===== config.mk =====
export PLATFORM = sky130hd
export DESIGN_NAME = mod12_hour_tracker_flat
export DESIGN_NICKNAME = d
export VERILOG_FILES = /design/src/rtl/mod12_hour_tracker_if.sv /design/src/rtl/mod12_hour_tracker.sv /design/src/flat_wrapper.sv
export SDC_FILE = /design/constraint.sdc
export NUM_CORES = 1
export LEC_CHECK = 0
export BUFFER_PORTS_ARGS = -buffer_cell sky130_fd_sc_hd__buf_2
export CORE_UTILIZATION = 50
export CTS_CLUSTER_DIAMETER = 50
export DETAILED_ROUTE_END_ITERATION = 10
export PLACE_DENSITY_LB_ADDON = 0.25
export SYNTH_ARGS = -nofsm -noshare
export SYNTH_HDL_FRONTEND = slang
export SYNTH_SLANG_ARGS = --single-unit

===== constraint.sdc =====
create_clock -name clk -period 2.3 [get_ports clk]
set_input_delay 0.46 -clock clk [delete_from_list [all_inputs] [get_ports clk]]
set_output_delay 0.46 -clock clk [all_outputs]
set_load 0.02 [all_outputs]

===== src/rtl/mod12_hour_tracker_if.sv =====
// -----------------------------------------------------------------------------
// mod12_hour_tracker_if
//
// Purpose:
//   This interface bundles the data path between the upstream mod-12 counter,
//   the hour tracker and the display/annunciator stage.
//
// Signals:
//   c_in      4       count from the upstream mod-12 counter
//   load_in   1       upstream load strobe (same cycle as the counter's load)
//   err_clr   1       clears the sticky error flag
//   hr_tens   4       BCD tens digit of the displayed hour (0 or 1)
//   hr_units  4       BCD units digit of the displayed hour
//   pm        1       AM(0)/PM(1) indicator
//   upd       1       one-cycle pulse when the displayed hour or pm changed
//   err       1       sticky error flag
//   wrap_cnt  WRAP_W  number of 11->0 wraps since reset
//
// Modports:
//   master  the driving side (upstream counter plus display consumer)
//   slave   the hour tracker itself
// -----------------------------------------------------------------------------
interface mod12_hour_tracker_if #(
  parameter int WRAP_W = 8
);
  logic [3:0]        c_in;
  logic              load_in;
  logic              err_clr;
  logic [3:0]        hr_tens;
  logic [3:0]        hr_units;
  logic              pm;
  logic              upd;
  logic              err;
  logic [WRAP_W-1:0] wrap_cnt;

  modport master (
    output c_in,
    output load_in,
    output err_clr,
    input  hr_tens,
    input  hr_units,
    input  pm,
    input  upd,
    input  err,
    input  wrap_cnt
  );

  modport slave (
    input  c_in,
    input  load_in,
    input  err_clr,
    output hr_tens,
    output hr_units,
    output pm,
    output upd,
    output err,
    output wrap_cnt
  );
endinterface


===== src/rtl/mod12_hour_tracker.sv =====
// -----------------------------------------------------------------------------
// mod12_hour_tracker
//
// Purpose:
//   This block sits downstream of a loadable mod-12 up counter. It converts
//   the count to a 12-hour BCD display, where count 0 is shown as hour 12.
//   It toggles AM/PM on every 11->0 wrap and counts those wraps. It also
//   raises a sticky error on illegal counts (12..15) and on jumps that no
//   load explains.
//
// Ports:
//   clk   in  single clock, rising edge
//   rst   in  asynchronous, active-high reset
//   bus   slave modport of mod12_hour_tracker_if:
//           in : c_in[3:0], load_in, err_clr
//           out: hr_tens[3:0], hr_units[3:0], pm, upd, err,
//                wrap_cnt[WRAP_W-1:0]
//
// Parameters:
//   WRAP_W    width of wrap_cnt
//   WRAP_SAT  1: wrap_cnt saturates at all-ones, 0: wrap_cnt rolls over
//   START_PM  pm value after reset
//
// All outputs are registered. A sample of c_in shows up on the outputs one
// clock later.
// -----------------------------------------------------------------------------
module mod12_hour_tracker #(
  parameter int WRAP_W   = 8,
  parameter bit WRAP_SAT = 1'b1,
  parameter bit START_PM = 1'b0
) (
  input  logic                  clk,
  input  logic                  rst,
  mod12_hour_tracker_if.slave   bus
);

  typedef enum logic [1:0] {
    ST_INIT  = 2'd0,
    ST_TRACK = 2'd1,
    ST_FAULT = 2'd2
  } state_t;

  localparam logic [3:0] MAX_COUNT = 4'd11;

  // State registers.
  state_t            state_q,    state_d;
  logic [3:0]        prev_q,     prev_d;
  logic              load_d_q;                // load_in delayed one clock
  logic [3:0]        hr_tens_q,  hr_tens_d;
  logic [3:0]        hr_units_q, hr_units_d;
  logic              pm_q,       pm_d;
  logic              upd_q,      upd_d;
  logic              err_q,      err_d;
  logic [WRAP_W-1:0] wrap_cnt_q, wrap_cnt_d;

  // Decode helpers.
  logic       c_legal;
  logic [3:0] prev_plus1;
  logic       show;        // accept c_in as the new displayed hour
  logic       new_err;     // an error condition was detected this cycle
  logic       wrap_hit;    // legal 11->0 wrap detected this cycle
  logic [7:0] bcd_c;

  // Map a count to the {tens, units} BCD of the 12-hour display.
  // A count of 0 is displayed as 12. Illegal counts never reach the display,
  // so the default arm only exists to keep the function total.
  function automatic logic [7:0] count_to_bcd(input logic [3:0] c);
    logic [7:0] r;
    case (c)
      4'd0:    r = {4'd1, 4'd2};
      4'd10:   r = {4'd1, 4'd0};
      4'd11:   r = {4'd1, 4'd1};
      4'd1, 4'd2, 4'd3, 4'd4, 4'd5,
      4'd6, 4'd7, 4'd8, 4'd9:
               r = {4'd0, c};
      default: r = {4'd1, 4'd2};
    endcase
    return r;
  endfunction

  assign c_legal    = (bus.c_in <= MAX_COUNT);
  assign prev_plus1 = prev_q + 4'd1;
  assign bcd_c      = count_to_bcd(bus.c_in);

  // Next-state and output logic.
  always_comb begin
    state_d    = state_q;
    prev_d     = prev_q;
    hr_tens_d  = hr_tens_q;
    hr_units_d = hr_units_q;
    pm_d       = pm_q;
    wrap_cnt_d = wrap_cnt_q;
    upd_d      = 1'b0;
    show       = 1'b0;
    new_err    = 1'b0;
    wrap_hit   = 1'b0;

    unique case (state_q)
      ST_INIT: begin
        // First edge after reset: there is no history yet, so take the
        // count as it is.
        prev_d = bus.c_in;
        if (c_legal) begin
          show    = 1'b1;
          state_d = ST_TRACK;
        end else begin
          new_err = 1'b1;
          state_d = ST_FAULT;
        end
      end

      ST_TRACK: begin
        // The first match wins. The wrap test comes before the load test,
        // so a load from 11 to 0 still counts as a wrap.
        if (!c_legal) begin
          new_err = 1'b1;
          state_d = ST_FAULT;
        end else if (bus.c_in == prev_q) begin
          // No change, so hold.
        end else if ((prev_q == MAX_COUNT) && (bus.c_in == 4'd0)) begin
          wrap_hit = 1'b1;
          show     = 1'b1;
        end else if (bus.c_in == prev_plus1) begin
          show = 1'b1;
        end else if (load_d_q) begin
          // This jump follows a load. It is legal but is not a wrap.
          show = 1'b1;
        end else begin
          // This jump has no load behind it. Display the count but flag it.
          show    = 1'b1;
          new_err = 1'b1;
        end
      end

      ST_FAULT: begin
        // Recover on the first legal count. The FSM does not compare against
        // the value before the fault, so re-entry is never a wrap.
        if (c_legal) begin
          show    = 1'b1;
          state_d = ST_TRACK;
        end
      end

      default: begin
        state_d = ST_INIT;
      end
    endcase

    if (show) begin
      prev_d     = bus.c_in;
      hr_tens_d  = bcd_c[7:4];
      hr_units_d = bcd_c[3:0];
      upd_d      = 1'b1;
    end

    if (wrap_hit) begin
      pm_d = ~pm_q;
      if (!(WRAP_SAT && (&wrap_cnt_q))) begin
        wrap_cnt_d = wrap_cnt_q + {{(WRAP_W-1){1'b0}}, 1'b1};
      end
    end

    // The error is sticky. A new error in the same cycle overrides err_clr.
    err_d = new_err | (err_q & ~bus.err_clr);
  end

  // State register.
  always_ff @(posedge clk or posedge rst) begin
    if (rst) begin
      state_q    <= ST_INIT;
      prev_q     <= 4'd0;
      load_d_q   <= 1'b0;
      hr_tens_q  <= 4'd1;
      hr_units_q <= 4'd2;
      pm_q       <= START_PM;
      upd_q      <= 1'b0;
      err_q      <= 1'b0;
      wrap_cnt_q <= '0;
    end else begin
      state_q    <= state_d;
      prev_q     <= prev_d;
      load_d_q   <= bus.load_in;
      hr_tens_q  <= hr_tens_d;
      hr_units_q <= hr_units_d;
      pm_q       <= pm_d;
      upd_q      <= upd_d;
      err_q      <= err_d;
      wrap_cnt_q <= wrap_cnt_d;
    end
  end

  assign bus.hr_tens  = hr_tens_q;
  assign bus.hr_units = hr_units_q;
  assign bus.pm       = pm_q;
  assign bus.upd      = upd_q;
  assign bus.err      = err_q;
  assign bus.wrap_cnt = wrap_cnt_q;

endmodule


===== src/flat_wrapper.sv =====
// flat-port wrapper written by rule: the top's interface ports become plain ports
module mod12_hour_tracker_flat 
#(
  parameter int WRAP_W   = 8,
  parameter bit WRAP_SAT = 1'b1,
  parameter bit START_PM = 1'b0
)
  (clk, rst, bus_c_in, bus_load_in, bus_err_clr, bus_hr_tens, bus_hr_units, bus_pm, bus_upd, bus_err, bus_wrap_cnt);
  mod12_hour_tracker_if #(.WRAP_W(WRAP_W)) bus_i ();
  input  logic clk;
  input  logic rst;
  input wire logic [$bits(bus_i.c_in)-1:0] bus_c_in;
  input wire logic [$bits(bus_i.load_in)-1:0] bus_load_in;
  input wire logic [$bits(bus_i.err_clr)-1:0] bus_err_clr;
  output wire logic [$bits(bus_i.hr_tens)-1:0] bus_hr_tens;
  output wire logic [$bits(bus_i.hr_units)-1:0] bus_hr_units;
  output wire logic [$bits(bus_i.pm)-1:0] bus_pm;
  output wire logic [$bits(bus_i.upd)-1:0] bus_upd;
  output wire logic [$bits(bus_i.err)-1:0] bus_err;
  output wire logic [$bits(bus_i.wrap_cnt)-1:0] bus_wrap_cnt;
  assign bus_i.c_in = bus_c_in;
  assign bus_i.load_in = bus_load_in;
  assign bus_i.err_clr = bus_err_clr;
  assign bus_hr_tens = bus_i.hr_tens;
  assign bus_hr_units = bus_i.hr_units;
  assign bus_pm = bus_i.pm;
  assign bus_upd = bus_i.upd;
  assign bus_err = bus_i.err;
  assign bus_wrap_cnt = bus_i.wrap_cnt;
  mod12_hour_tracker #(.WRAP_W(WRAP_W), .WRAP_SAT(WRAP_SAT), .START_PM(START_PM)) u_core (.clk(clk), .rst(rst), .bus(bus_i));
endmodule

# Word-level counts from Yosys, hierarchy flattened
# Index checks and enable logic that the tools add are counted.
# word_totals
elab_cells	67
register_bits	26
# classes
muxes	23
bitwise_logic	5
reduce_logical	9
eq_ne	18
order_cmp	1
add_sub_neg	2
# op_table
cell	n
4-bit equality test (second input constant)	5
4-bit by 3-bit equality test with 1-bit output (second input constant)	4
5-bit case mux with 3 select lines	1
1-bit 2-to-1 mux	14
9-bit OR reduction	1
8-bit by 1-bit adder with 8-bit output (second input constant)	1
4-bit by 2-bit equality test with 1-bit output (second input constant)	2
4-bit equality test	2
4-bit 2-to-1 mux	2
8-bit AND reduction	1
2-bit 2-to-1 mux	3
2-bit case mux with 3 select lines	1
4-bit by 1-bit adder with 4-bit output (second input constant)	1
4-bit by 1-bit equality test with 1-bit output (second input constant)	1
4-bit less-or-equal comparator (second input constant)	1
4-bit logical NOT	1
1-bit case mux with 2 select lines	2
2-bit AND reduction	2
1-bit NOT	3
2-bit by 1-bit equality test with 1-bit output (second input constant)	1
2-bit equality test (second input constant)	1
2-bit logical NOT	1
2-bit by 1-bit != test with 1-bit output (second input constant)	1
2-bit != test (second input constant)	1
other kinds (5)	5

# Logic depth before layout (Yosys ltp)
# logic_depth
word_depth	8
mapped_depth	5
depth_no_buf	5

# Least setup slack after synthesis
# No wires, ideal clock.
# synth_path
kind	input to register
start	in bus_c_in[1]
end	reg u_core.hr_units_q[0] (netlist: u_core.bus.hr_units[0])
t_arrival_ns	1.711
stages	5
path_slack_ns	0.464
setup_time_ns	0.125
cell_sequence	buf_2 -> xor2_1 -> o41ai_2 -> a21o_2 -> mux2_4
# synth_between
elab_chain_len	4
elab_cells_between_ends	19
cone_classes	order compare (1); eq/ne (12); mux (5); reduce/logical (1)
# synth_lines
item	line_no	rtl
from (decl)	flat_wrapper.sv:12	input wire logic [$bits(bus_i.c_in)-1:0] bus_c_in;
branches (longest 4 deep; another with 4-bit less-or-equal comparator)	n/a	
to (signal assigned)	mod12_hour_tracker.sv:184	hr_units_q <= hr_units_d;
to (decl)	mod12_hour_tracker.sv:50	logic [3:0] hr_units_q, hr_units_d;
# Parallel ways; which one is timed is not known.
# A chain may end at the register's enable or synchronous reset.

# Final worst setup path
# layout_path
start	reg u_core.prev_q[0]
end	reg u_core.hr_units_q[0] (netlist: u_core.bus.hr_units[0])
# layout_between
elab_chain_len	4
# layout_lines
item	line_no	rtl
from (decl)	mod12_hour_tracker.sv:47	logic [3:0] prev_q, prev_d;
from (signal assigned)	mod12_hour_tracker.sv:181	prev_q <= prev_d;
4-bit equality test	mod12_hour_tracker.sv:118	end else if (bus.c_in == prev_q) begin
1-bit 2-to-1 mux	mod12_hour_tracker.sv:118	
1-bit 2-to-1 mux	mod12_hour_tracker.sv:115	if (!c_legal) begin
1-bit case mux with 2 select lines	mod12_hour_tracker.sv:98	unique case (state_q)
# No other way between the ends.

==> summary.md <==
| Metric | Value |
|---|---|
| Slew headroom | `0.450` |
| HP Class | `input port to flop` |
| Crit Path Class | `flop to flop` |
| Reg clk slew, reported paths | `110 ps` |
| Register area | `578 um2` |
| RSZ-0062 raised after global routing | `no` |
| RD Place Congestion | `0.855` |
| FF-to-FF End | `u_core.bus.hr_units[0]` |
| First-pass DRT Iterations | `4` |
| Post-synth top area share | `0.414` |
| Vias in the first global route | `850` |
| First-pass GRT wire length | `3820 um` |
| Critical Path Sink Type | `flop` |
| Post-route setup TNS | `0 ps` |
| Core region area | `2300 um2` |
| Total GRT Usage | `0.191` |
| Post-synth EDFFs | `0` |
| Placed Area | `1380 um2` |
| Worst EP arrival | `2010 ps` |
| Power per cell area | `624 nW/um2` |
| Core Rows | `17` |
| Fin area | `1400 um2` |
| Multi-input logic area | `622 um2` |
| Num CTS Buffers | `3` |
| Post-CTS sizing | `0` |
| CP required | `2500 ps` |
| Inst Count DP | `165` |
| Register area share after synthesis | `0.455` |
| Worst-Skew Late Latency | `300 ps` |
| Worst R2R Setup Slack | `490 ps` |
| Grt ovf | `0` |
| Library cells used by synthesis | `43` |
| Ports | `27` |
| Reg-to-reg startpoint | `u_core.prev_q[0]` |
| Internal power | `602 uW` |
| Die Y | `52.4 um` |
| Initial Util | `0.553` |
| WL/cell | `12.7 um` |
| DIE WIDTH | `52.4 um` |
| Nets | `152` |
| Max-slew violation count | `0` |
| Crit path launch type | `flop` |
| DR vias/cell | `5.47` |
| Synth Warn # | `0` |
| DRC | `0` |
| Top FF cell, synth | `dfrtp_1` |
| Detailed Route WL | `2150 um` |
| Clock root buffer | `clkbuf_4` |
| Via Count | `925` |
| CTS sink count | `23` |
| Sw Pwr | `273 uW` |
| Post-Syn Area per Cell | `10.6 um2` |
| Status | `finished clean` |
| Sequential Power Share | `0.547` |
| Hold_buf cts | `0` |
| Final Hold Vio Count | `0` |
| Finished Core Util | `0.611` |
| Area contributors post-synth | `dfrtp_1, xor2_1, dfstp_2` |
| Layout cell share with drive strength beyond 1 | `0.277` |
| Logic pwr share | `0.250` |
| Dpl hpwl | `1600 um` |
| Setup bufs post-CTS | `0` |
| PortBufs | `23` |
| Most frequent cell after synthesis | `dfrtp_1` |
| Clk pwr share | `0.203` |
| Fmax achieved | `553 MHz` |
| Antenna Nets Post-Route | `0` |
| Period utilisation layout | `0.786` |
| Syn Inst Count | `120` |
| Worst-Margin Slew | `824 ps` |
| CTS Buffer Depth | `2` |
| Leak | `0.000687 uW` |
| Pin count of the biggest net entering global routing | `24` |
| Final std cells w/o fill | `169` |
| Path depth of the worst reg2reg path | `4` |
| ANT cells | `0` |
| Mapped Area | `1270 um2` |
| Critical path fanouts, max | `5` |
| Fill cells | `183` |
| Max-cap violation count | `0` |
| Synth area leader | `dfrtp_1` |
| Antenna violations before repair | `0` |
| CTS H-tree lvls | `1` |
| Skew final | `2.37 ps` |
| VDD IR max | `0.435 mV` |
| Area delta synth->final | `10.4%` |
| CTS tree | `built` |
| Async SR Flop Fraction | `1.00` |
| 1st-iter DRT viols | `28` |
| Yosys reg bits | `23` |
| Synth cell count leaders | `dfrtp_1, a21oi_1, xor2_1` |
| CP startpoint | `u_core.prev_q[0]` |
| Fin crit period | `1810 ps` |
| DIE AREA | `2750 um2` |
| Net Sw Frac | `0.312` |
| Setup-failing EPs final | `0` |
| Setup crit end | `u_core.bus.hr_units[0]` |
layout by cell type, fill, tap and decap left out, types with 3 or more instances in the layout:
cell | synthesis | layout
inv_1 | 7 | 7
xor2_1 | 9 | 9
conb_1 | 1 | 3
nor4_1 | 3 | 3
xnor2_1 | 3 | 3
clkbuf_4 | 0 | 3
dfrtp_1 | 21 | 21
mux2_2 | 4 | 4
and2_1 | 3 | 3
buf_2 | 2 | 23
nand3_1 | 5 | 5
nor2_1 | 5 | 5
nor3_1 | 4 | 4
nand2_1 | 5 | 5
a21oi_1 | 10 | 10
routing by layer:
layer  vias to the layer above  wire (um)  GRT usage
met2                        31        937      0.285
li1                        461          -          -
met1                       431       1080      0.267
met4                         0          9     0.0439
met3                         2        122     0.0609
met5                         -          0          0
cell type report:
| class | instances | area share |
|---|---|---|
| multi-input combinational | 84 | 0.443 |
| sequential | 23 | 0.412 |
| clock buffer | 4 | 0.0187 |
| inverter | 7 | 0.0187 |
| tap | 28 | 0.0250 |
| timing repair buffer | 23 | 0.0821 |
cell families after synthesis:
family | after synthesis | synth area share
XOR/XNOR | 12 | 0.0828
flip-flops | 23 | 0.455
buffers and inverters | 15 | 0.0611
multiplexers | 7 | 0.0670
AND/OR/NAND/NOR | 36 | 0.175
other | 1 | 0.00295
adder cells (fa/ha/maj) | 2 | 0.0197
AO/OA/AOI/OAI | 24 | 0.136
how the worst min path moves through the flow:
stage | cells after the start | startpoint | endpoint
after detailed placement | 2 | u_core.bus.hr_units[1] | u_core.bus.hr_units[1]
after global placement | 1 | u_core.bus.pm | u_core.bus.pm
final | 1 | bus_load_in | u_core.load_d_q
after global routing | 1 | bus_load_in | u_core.load_d_q
after CTS | 1 | bus_load_in | u_core.load_d_q
after floorplan | 1 | rst | u_core.bus.err
power groups by stage:
stage	clock [uW]	combinational (uW)	sequential (uW)
after floorplan	0	151	505
after global placement	0	218	485
after detailed placement	0	219	486
after CTS	190	220	479
after global routing	207	241	486
final	177	219	479
critical path, cell delays in order (launching register included):
cell     delay [ps]
dfrtp_1         440
xor2_1          210
o41ai_2         480
a21o_2          270
mux2_4          300
registers in the layout, indices dropped and copies added, names as in the netlist:
name / count
u_core.bus.hr_tens: 1
u_core.bus.upd: 1
u_core.bus.pm: 1
u_core.load_d_q: 1
u_core.bus.err: 1
u_core.state_q: 2
u_core.bus.hr_units: 4
u_core.prev_q: 4
u_core.bus.wrap_cnt: 8
through the flow:
step | total power, uW | hold WS (ps) | worst slack (ps)
2_1_floorplan | 656 | 460 | 464
3_3_place_gp | 703 | 455 | 256
3_5_place_dp | 705 | 471 | 245
4_1_cts | 889 | 239 | 512
5_1_grt | 933 | 237 | 357
6_report | 875 | 258 | 492
Note: power is estimated with default switching activity, not from simulation.
